**config.mk**
```make
export PLATFORM = sky130hd
export DESIGN_NAME = ram_dual_arbiter
export DESIGN_NICKNAME = d
export VERILOG_FILES = /design/src/rtl/ram_dual_arbiter.sv
export SDC_FILE = /design/constraint.sdc
export NUM_CORES = 1
export LEC_CHECK = 0
export ABC_AREA = 1
export CAP_MARGIN = 20
export CORE_MARGIN = 2
export CORE_UTILIZATION = 28
export DETAILED_ROUTE_END_ITERATION = 6
export PLACE_DENSITY = 0.84
export SYNTH_ARGS = -nofsm -noshare
export SYNTH_HDL_FRONTEND = slang
export SYNTH_SLANG_ARGS = --single-unit
```
**constraint.sdc**
```tcl
create_clock -name clock -period 1.54 [get_ports clock]
set_input_delay 0.231 -clock clock [delete_from_list [all_inputs] [get_ports clock]]
set_output_delay 0.231 -clock clock [all_outputs]
set_load 0.03 [all_outputs]
```
**src/rtl/ram_dual_arbiter.sv**
```systemverilog
// Two-requester front end for a single ram_dual: independent round-robin arbitration of the
// RAM write port and read port, with a registered per-requester read-valid strobe.
module ram_dual_arbiter #(
  parameter int ADDRESS_BITS = 4,
  parameter int DATA_BITS    = 8
) (
  input  logic                    clock,
  input  logic                    reset,
  input  logic                    a_valid,
  input  logic                    a_write,
  input  logic [ADDRESS_BITS-1:0] a_address,
  input  logic [DATA_BITS-1:0]    a_data,
  output logic                    a_ready,
  output logic                    a_rvalid,
  output logic [DATA_BITS-1:0]    a_rdata,
  input  logic                    b_valid,
  input  logic                    b_write,
  input  logic [ADDRESS_BITS-1:0] b_address,
  input  logic [DATA_BITS-1:0]    b_data,
  output logic                    b_ready,
  output logic                    b_rvalid,
  output logic [DATA_BITS-1:0]    b_rdata,
  output logic                    ram_write,
  output logic [ADDRESS_BITS-1:0] ram_address_in,
  output logic [ADDRESS_BITS-1:0] ram_address_out,
  output logic [DATA_BITS-1:0]    ram_data_in,
  input  logic [DATA_BITS-1:0]    ram_data_out
);

  typedef enum logic {LAST_A = 1'b0, LAST_B = 1'b1} last_e;

  last_e wr_last_q, wr_last_d;
  last_e rd_last_q, rd_last_d;
  logic  a_rvalid_q, a_rvalid_d;
  logic  b_rvalid_q, b_rvalid_d;

  logic a_wr_s, b_wr_s, a_rd_s, b_rd_s;
  logic wr_grant_a_s, wr_grant_b_s, rd_grant_a_s, rd_grant_b_s;

  // Arbitration, pointer update and RAM-side muxing; everything is forced idle in reset.
  always_comb begin
    a_wr_s = a_valid &  a_write & reset;
    b_wr_s = b_valid &  b_write & reset;
    a_rd_s = a_valid & ~a_write & reset;
    b_rd_s = b_valid & ~b_write & reset;

    // On a tie the requester not granted most recently wins.
    wr_grant_a_s = a_wr_s & (~b_wr_s | (wr_last_q == LAST_B));
    wr_grant_b_s = b_wr_s & (~a_wr_s | (wr_last_q == LAST_A));
    rd_grant_a_s = a_rd_s & (~b_rd_s | (rd_last_q == LAST_B));
    rd_grant_b_s = b_rd_s & (~a_rd_s | (rd_last_q == LAST_A));

    wr_last_d = wr_last_q;
    if (wr_grant_a_s) begin
      wr_last_d = LAST_A;
    end else if (wr_grant_b_s) begin
      wr_last_d = LAST_B;
    end else begin
      wr_last_d = wr_last_q;
    end

    rd_last_d = rd_last_q;
    if (rd_grant_a_s) begin
      rd_last_d = LAST_A;
    end else if (rd_grant_b_s) begin
      rd_last_d = LAST_B;
    end else begin
      rd_last_d = rd_last_q;
    end

    a_ready = wr_grant_a_s | rd_grant_a_s;
    b_ready = wr_grant_b_s | rd_grant_b_s;

    ram_write      = wr_grant_a_s | wr_grant_b_s;
    ram_address_in = {ADDRESS_BITS{1'b0}};
    ram_data_in    = {DATA_BITS{1'b0}};
    if (wr_grant_a_s) begin
      ram_address_in = a_address;
      ram_data_in    = a_data;
    end else if (wr_grant_b_s) begin
      ram_address_in = b_address;
      ram_data_in    = b_data;
    end else begin
      ram_address_in = {ADDRESS_BITS{1'b0}};
      ram_data_in    = {DATA_BITS{1'b0}};
    end

    ram_address_out = {ADDRESS_BITS{1'b0}};
    if (rd_grant_a_s) begin
      ram_address_out = a_address;
    end else if (rd_grant_b_s) begin
      ram_address_out = b_address;
    end else begin
      ram_address_out = {ADDRESS_BITS{1'b0}};
    end

    a_rvalid_d = rd_grant_a_s;
    b_rvalid_d = rd_grant_b_s;

    // RAM data lands one cycle after the address, aligned with the registered strobe.
    a_rvalid = a_rvalid_q;
    b_rvalid = b_rvalid_q;
    a_rdata  = a_rvalid_q ? ram_data_out : {DATA_BITS{1'b0}};
    b_rdata  = b_rvalid_q ? ram_data_out : {DATA_BITS{1'b0}};
  end

  // Round-robin pointers and read-valid strobes.
  always_ff @(posedge clock or negedge reset) begin
    if (!reset) begin
      wr_last_q  <= LAST_B;
      rd_last_q  <= LAST_B;
      a_rvalid_q <= 1'b0;
      b_rvalid_q <= 1'b0;
    end else begin
      wr_last_q  <= wr_last_d;
      rd_last_q  <= rd_last_d;
      a_rvalid_q <= a_rvalid_d;
      b_rvalid_q <= b_rvalid_d;
    end
  end

endmodule
```
==> reports/qor.txt <==
slowest cell delay on critical path: 0.54 ns
Port Buf Inserts: 74
Hold Crit Class: in -> async
crit path time final: 1.703 ns
mux cell area share after synthesis: 0%
CTS tree: built
hold_buf cts: 0
total power per unit cell area: 430.7 mW/mm²
Avg WL per Cell: 15.13 µm
Die Area: 0.002875 mm²
run status: finished, violations left
CP endpoint kind: output port
Yosys reg bits: 4
Cells after Synth: 115
Max Cap Violations: 0
clk_skew: 0.006187 ns
slew margin rel.: 79.32%
worst slew pin tran: 0.3092 ns
gpl congestion: 0.7861
n_diodes: 0
most frequent cells in the layout: clkdlybuf4s50_1, buf_4, nand2_1
height of the chip: 53.62 µm
initial core utilization: 30.29%
CP dominant cell by count: buf_6
Via-to-Cell Ratio: 4.789
Synth Area in Compound Gates: 1.452%
first-pass GRT wire length: 4388 µm
IO Pins: 75
Remaining DRCs: 0
die width: 53.62 µm
DP Area: 0.001441 mm²
routed vias: 1135
CTS root buffer: clkbuf_4
leading cell type in the layout, fill and taps excluded: clkdlybuf4s50_1
period utilization: 110.6%
post-route ant nets: 0
Layout area overhead: 152.5%
XOR/XNOR Fraction of Synth Area: 0%
crit-path cells: inv_2 > nand4_1 > buf_6 > nand3_2 > nand2_2 > buf_6
clock sink total: 4
Reg clk slew, reported paths: 0.04 ns
largest net degree at the start of global routing: 13
Final nets: 248
crit path kind: reg -> out
final WL: 3585 µm
Mapped Avg Cell Area: 5.995 µm²
Startpoint Class: register
Syn Nets: 153
Mapped Area: 689.4 µm²
GRT Resource Usage Total: 21.24%
Final setup viols: 19
setup ws final: -0.1629 ns
f_max: 587.2 MHz
slowest CP cell: dfstp_2
drt initial violations: 20
register area share after synthesis: 14.88%
dpl hpwl: 2266 µm
RSZ-0062 raised after global routing: true
CTS Buf Count: 3
worst skew pair latency: 0.25 ns
Synth Area in Simple Gates: 64.97%
CP arrival: 1.47 ns
VDD IR max: 404.1 µV
antenna violations before repair: 0
Final Slew Violations: 0
layout cells sized above 1: 51.20%
fin area: 0.001740 mm²
Min Hold Slack: 0.01872 ns
clock buffer depth: 2
crit path max fanout: 6
Yosys warning count: 0
Synth cell types: 16
H-tree depth: 1
Req. time, crit path: 1.31 ns
leak pwr: 0.9523 nW
largest family of logic cells by synthesized area: simple AND/OR/NAND/NOR gates
vias in the first global route: 1017
Rows: 17
area of the core: 0.002276 mm²
Pre-Repair DR Iteration Count: 4
failing checks: negative setup slack
number of fillers in the final layout: 166
Final Hold Fails: 0
gr ovfl total: 0
Synth Area in Adders: 0%
==> final timing paths <==
path                                        from               endpoint  slack (ns)  cells past startpoint
min reg2reg                rd_last_q$_DFFE_PN1P_  rd_last_q$_DFFE_PN1P_        0.53                      2
max                        wr_last_q$_DFFE_PN1P_         ram_data_in[7]       -0.16                      6
min in group clock         rd_last_q$_DFFE_PN1P_  rd_last_q$_DFFE_PN1P_        0.53                      2
min                                        reset     a_rvalid$_DFF_PN0_        0.02                      3
max reg2reg                rd_last_q$_DFFE_PN1P_  rd_last_q$_DFFE_PN1P_        0.26                      5
max in group asynchronous                  reset  wr_last_q$_DFFE_PN1P_        1.34                      3
==> through the flow <==
step | setup TNS (ns) | util [%] | cells | total power [W] | setup slack, ns
CTS | -0.7042 | 71.41 | 235 | 0.0007082 | -0.06455
global placement | -4.245 | 63.33 | 224 | 0.0005009 | -0.2439
finish | -2.105 | 76.47 | 237 | 0.0007496 | -0.1629
global route | -3.139 | 76.47 | 237 | 0.0007886 | -0.2262
floorplan | 0 | - | 115 | 0.0003028 | 0.1316
detailed placement | -4.686 | 63.33 | 224 | 0.0005074 | -0.2676
==> where the power goes <==
group / leakage (nW) / internal, W / switching (W)
registers: 0.0480 / 0.000123 / 0.00000790
logic: 0.889 / 0.000229 / 0.000236
clock network: 0.0150 / 0.0000980 / 0.0000548
total: 0.952 / 0.000451 / 0.000299
==> logic make-up (layout without fill, tap and decap cells) <==
family | Yosys count | count (layout)
flip-flops | 4 | 4
buffers and inverters | 28 | 121
AND/OR/NAND/NOR | 81 | 82
AO/OA/AOI/OAI | 2 | 2
==> cells in the mapped netlist <==
cell       n  share of area (%)
nand2_4    1                1.6
nand2_1   38                 21
nor2_1     1               0.54
buf_2      1               0.73
nand2_2    4                3.6
o21ai_0    2                1.5
nand3_1   22                 16
nor2_8     1                2.9
nor2_4     2                3.3
dfstp_2    2                7.6
nand3_2   10                 15
nand4_1    2                1.8
dfrtp_1    2                7.3
clkbuf_1   2                1.1
buf_6      3                4.9
inv_1     22                 12
==> repair_timing <==
item                                    4_1_cts  5_1_grt
endpoints found under the setup margin       19       19
resized for setup                            28       32
gates cloned                                  3        1
pin swaps                                    10       15
buffers inserted                              4        1
==> flip-flops by register name (all words and copies together), names as in the netlist <==
name / flops
a_rvalid: 1
b_rvalid: 1
rd_last_q: 1
wr_last_q: 1
==> critical path: cells and delay by family, from the launching register on <==
kind,cells,cell delay (ns)
buffers and inverters,3,0.36
AND/OR/NAND/NOR,3,0.33
flip-flops,1,0.54
==> metal layers <==
layer	global-route usage [%]	wire length, µm	vias to the layer above
li1	-	-	546
met1	23.36	1309	541
met2	36.83	1995	34
met3	4.722	136	14
met4	13.25	144	0
met5	0	0	-
==> area by class of cell <==
| cell class | count | area [µm²] | area share (%) |
|---|---|---|---|
| inverter | 22 | 82.58 | 4.745 |
| multi-input combinational | 84 | 565.5 | 32.49 |
| clock buffer | 4 | 26.28 | 1.510 |
| tap | 28 | 35.03 | 2.013 |
| sequential | 4 | 102.6 | 5.895 |
| timing repair buffer | 95 | 928.4 | 53.34 |
(Power assumes the default switching activity.)
==> patch: new RTL, config.mk and constraints unchanged <==
Make the reset (`reset`) synchronous in one clocked block.
--- a/src/rtl/ram_dual_arbiter.sv
+++ b/src/rtl/ram_dual_arbiter.sv
@@ -107,3 +107,3 @@
   // Round-robin pointers and read-valid strobes.
-  always_ff @(posedge clock or negedge reset) begin
+  always_ff @(posedge clock) begin
     if (!reset) begin
Check against the original RTL: differs if reset is asserted again (counterexample within 4 cycles, from zero or initial values and one cycle with reset low); with reset held inactive, the same outputs for 10 cycles.
==> patch against the original RTL <==
Worst setup slack gained 0.22 ns; final area shrank 9.4%; sequential power shrank 12%; power shrank 14%; clock skew shrank 0.00055 ns; via count shrank 2.3%; sequential cell count is the same; critical path depth shrank 5; area after synthesis shrank 4.2%; synthesized cell count grew 3.5%; largest power group unchanged; wire length shrank 19%.
==> patch: results (changes against the original RTL) <==
dp_worst_setup_slack_ns: -0.219  # +0.0488 ns
leakage_nw: 0.924  # -3.0%
synthDistinctLibCells: 15  # -1
via_per_inst: 4.64  # -3.1%
gp_congestion: 0.857  # +9.1%
hpwlAfterDp_um: 2240  # -1.4%
crit_fanout: 2  # -4
grt_usage_pct: 21.7  # +0.46 points
fin_nets: 251  # +1.2%
synthTopCellsByCount: "nand2_1, nand3_1, inv_1"
vdd_ir_drop_max_uv: 503  # +25%
first_global_vias: 1064  # +4.6%
synthFlopType: "dfxtp_1"
clockBufferDepth: 2  # unchanged
crit_arrival_ns: 1.25  # -0.22 ns
grt_first_pass_wirelength_um: 4500  # +2.5%
crit_slowest_cell: "clkdlybuf4s50_1"
synth.net_count: 157  # +2.6%
wirelength_um: 2910  # -19%
hold_path.class: "flip-flop to flip-flop"
synth.area.top_cells: "nand2_1, nand3_1, nand3_2, dfxtp_1, inv_1"
status: "finished, final reports clean"
slew_headroom_pct: 78.5  # -0.78 points
setup_viol: 0  # -19
slowest_delay_ns: 0.68  # +0.14 ns
ys_seq_area_share_pct: 12.1  # -2.8 points
intPower_w: 0.000397  # -12%
dpl_cell_area_um2: 1460  # +1.4%
skew_ns: 0.00563  # -0.000553 ns
cp_top_family: "buffers and inverters"
patch: area by class of cell:
type	count	area, um2
timing repair buffer	95	882
fill	190	636
multi-input combinational	87	473
inverter	22	82.6
sequential	4	81.3
tap	28	35.0
clock buffer	3	22.5
patch: worst paths after layout:
path / from / to / slack (ns) / cells past startpoint
min: wr_last_q$_SDFFE_PN1P_ / wr_last_q$_SDFFE_PN1P_ / 0.47 / 2
max reg2reg: rd_last_q$_SDFFE_PN1P_ / rd_last_q$_SDFFE_PN1P_ / 0.73 / 4
max: b_rvalid$_SDFF_PN0_ / b_rvalid / 0.06 / 1
min reg2reg: wr_last_q$_SDFFE_PN1P_ / wr_last_q$_SDFFE_PN1P_ / 0.47 / 2
patch: power by group through the flow:
stage | sequential, W | clock (W) | combinational [W]
6_report | 0.000115 | 0.000134 | 0.000398
5_1_grt | 0.000116 | 0.000155 | 0.000422
4_1_cts | 0.000115 | 0.000139 | 0.000388
3_5_place_dp | 0.000116 | 0 | 0.000376
3_3_place_gp | 0.000116 | 0 | 0.000369
2_1_floorplan | 0.000120 | 0 | 0.000162
patch: kinds of logic (layout without fill, tap and decap cells):
kind of cell | count (synthesis) | after routing | synth area share [%]
simple gates | 85 | 85 | 67.4
buf+inv | 28 | 120 | 18.9
flops | 4 | 4 | 12.1
compound gates | 2 | 2 | 1.52
patch: stage by stage:
stage,hold WS [ns],total power (W),cells
3_5_place_dp,0.479,0.000492,234
2_1_floorplan,0.415,0.000282,119
6_report,0.469,0.000647,239
3_3_place_gp,0.477,0.000485,234
4_1_cts,0.454,0.000642,238
5_1_grt,0.489,0.000693,239
patch: timing repair:
action	in CTS	in global routing
buffers inserted	1	1
hold buffers	0	0
resized for setup	22	8
setup endpoints to repair	19	16
pin swaps	9	2
patch: worst reg2reg max path, stage by stage, from the launching register on:
cell and delay (ns):
dfxtp_1 0.34, inv_1 0.08, nand2_4 0.11, buf_4 0.13, nand2_1 0.04
patch: routing by layer:
layer  routed length, um  part of all wire (%)  global-route usage, %  up-vias
li1                    -                     -                      -      556
met1                1040                    36                   21.5      503
met2                1640                    56                   42.7       47
met3                 215                   7.4                   5.71        3
met4                  14                  0.48                   6.84        0
met5                   0                     0                      0        -
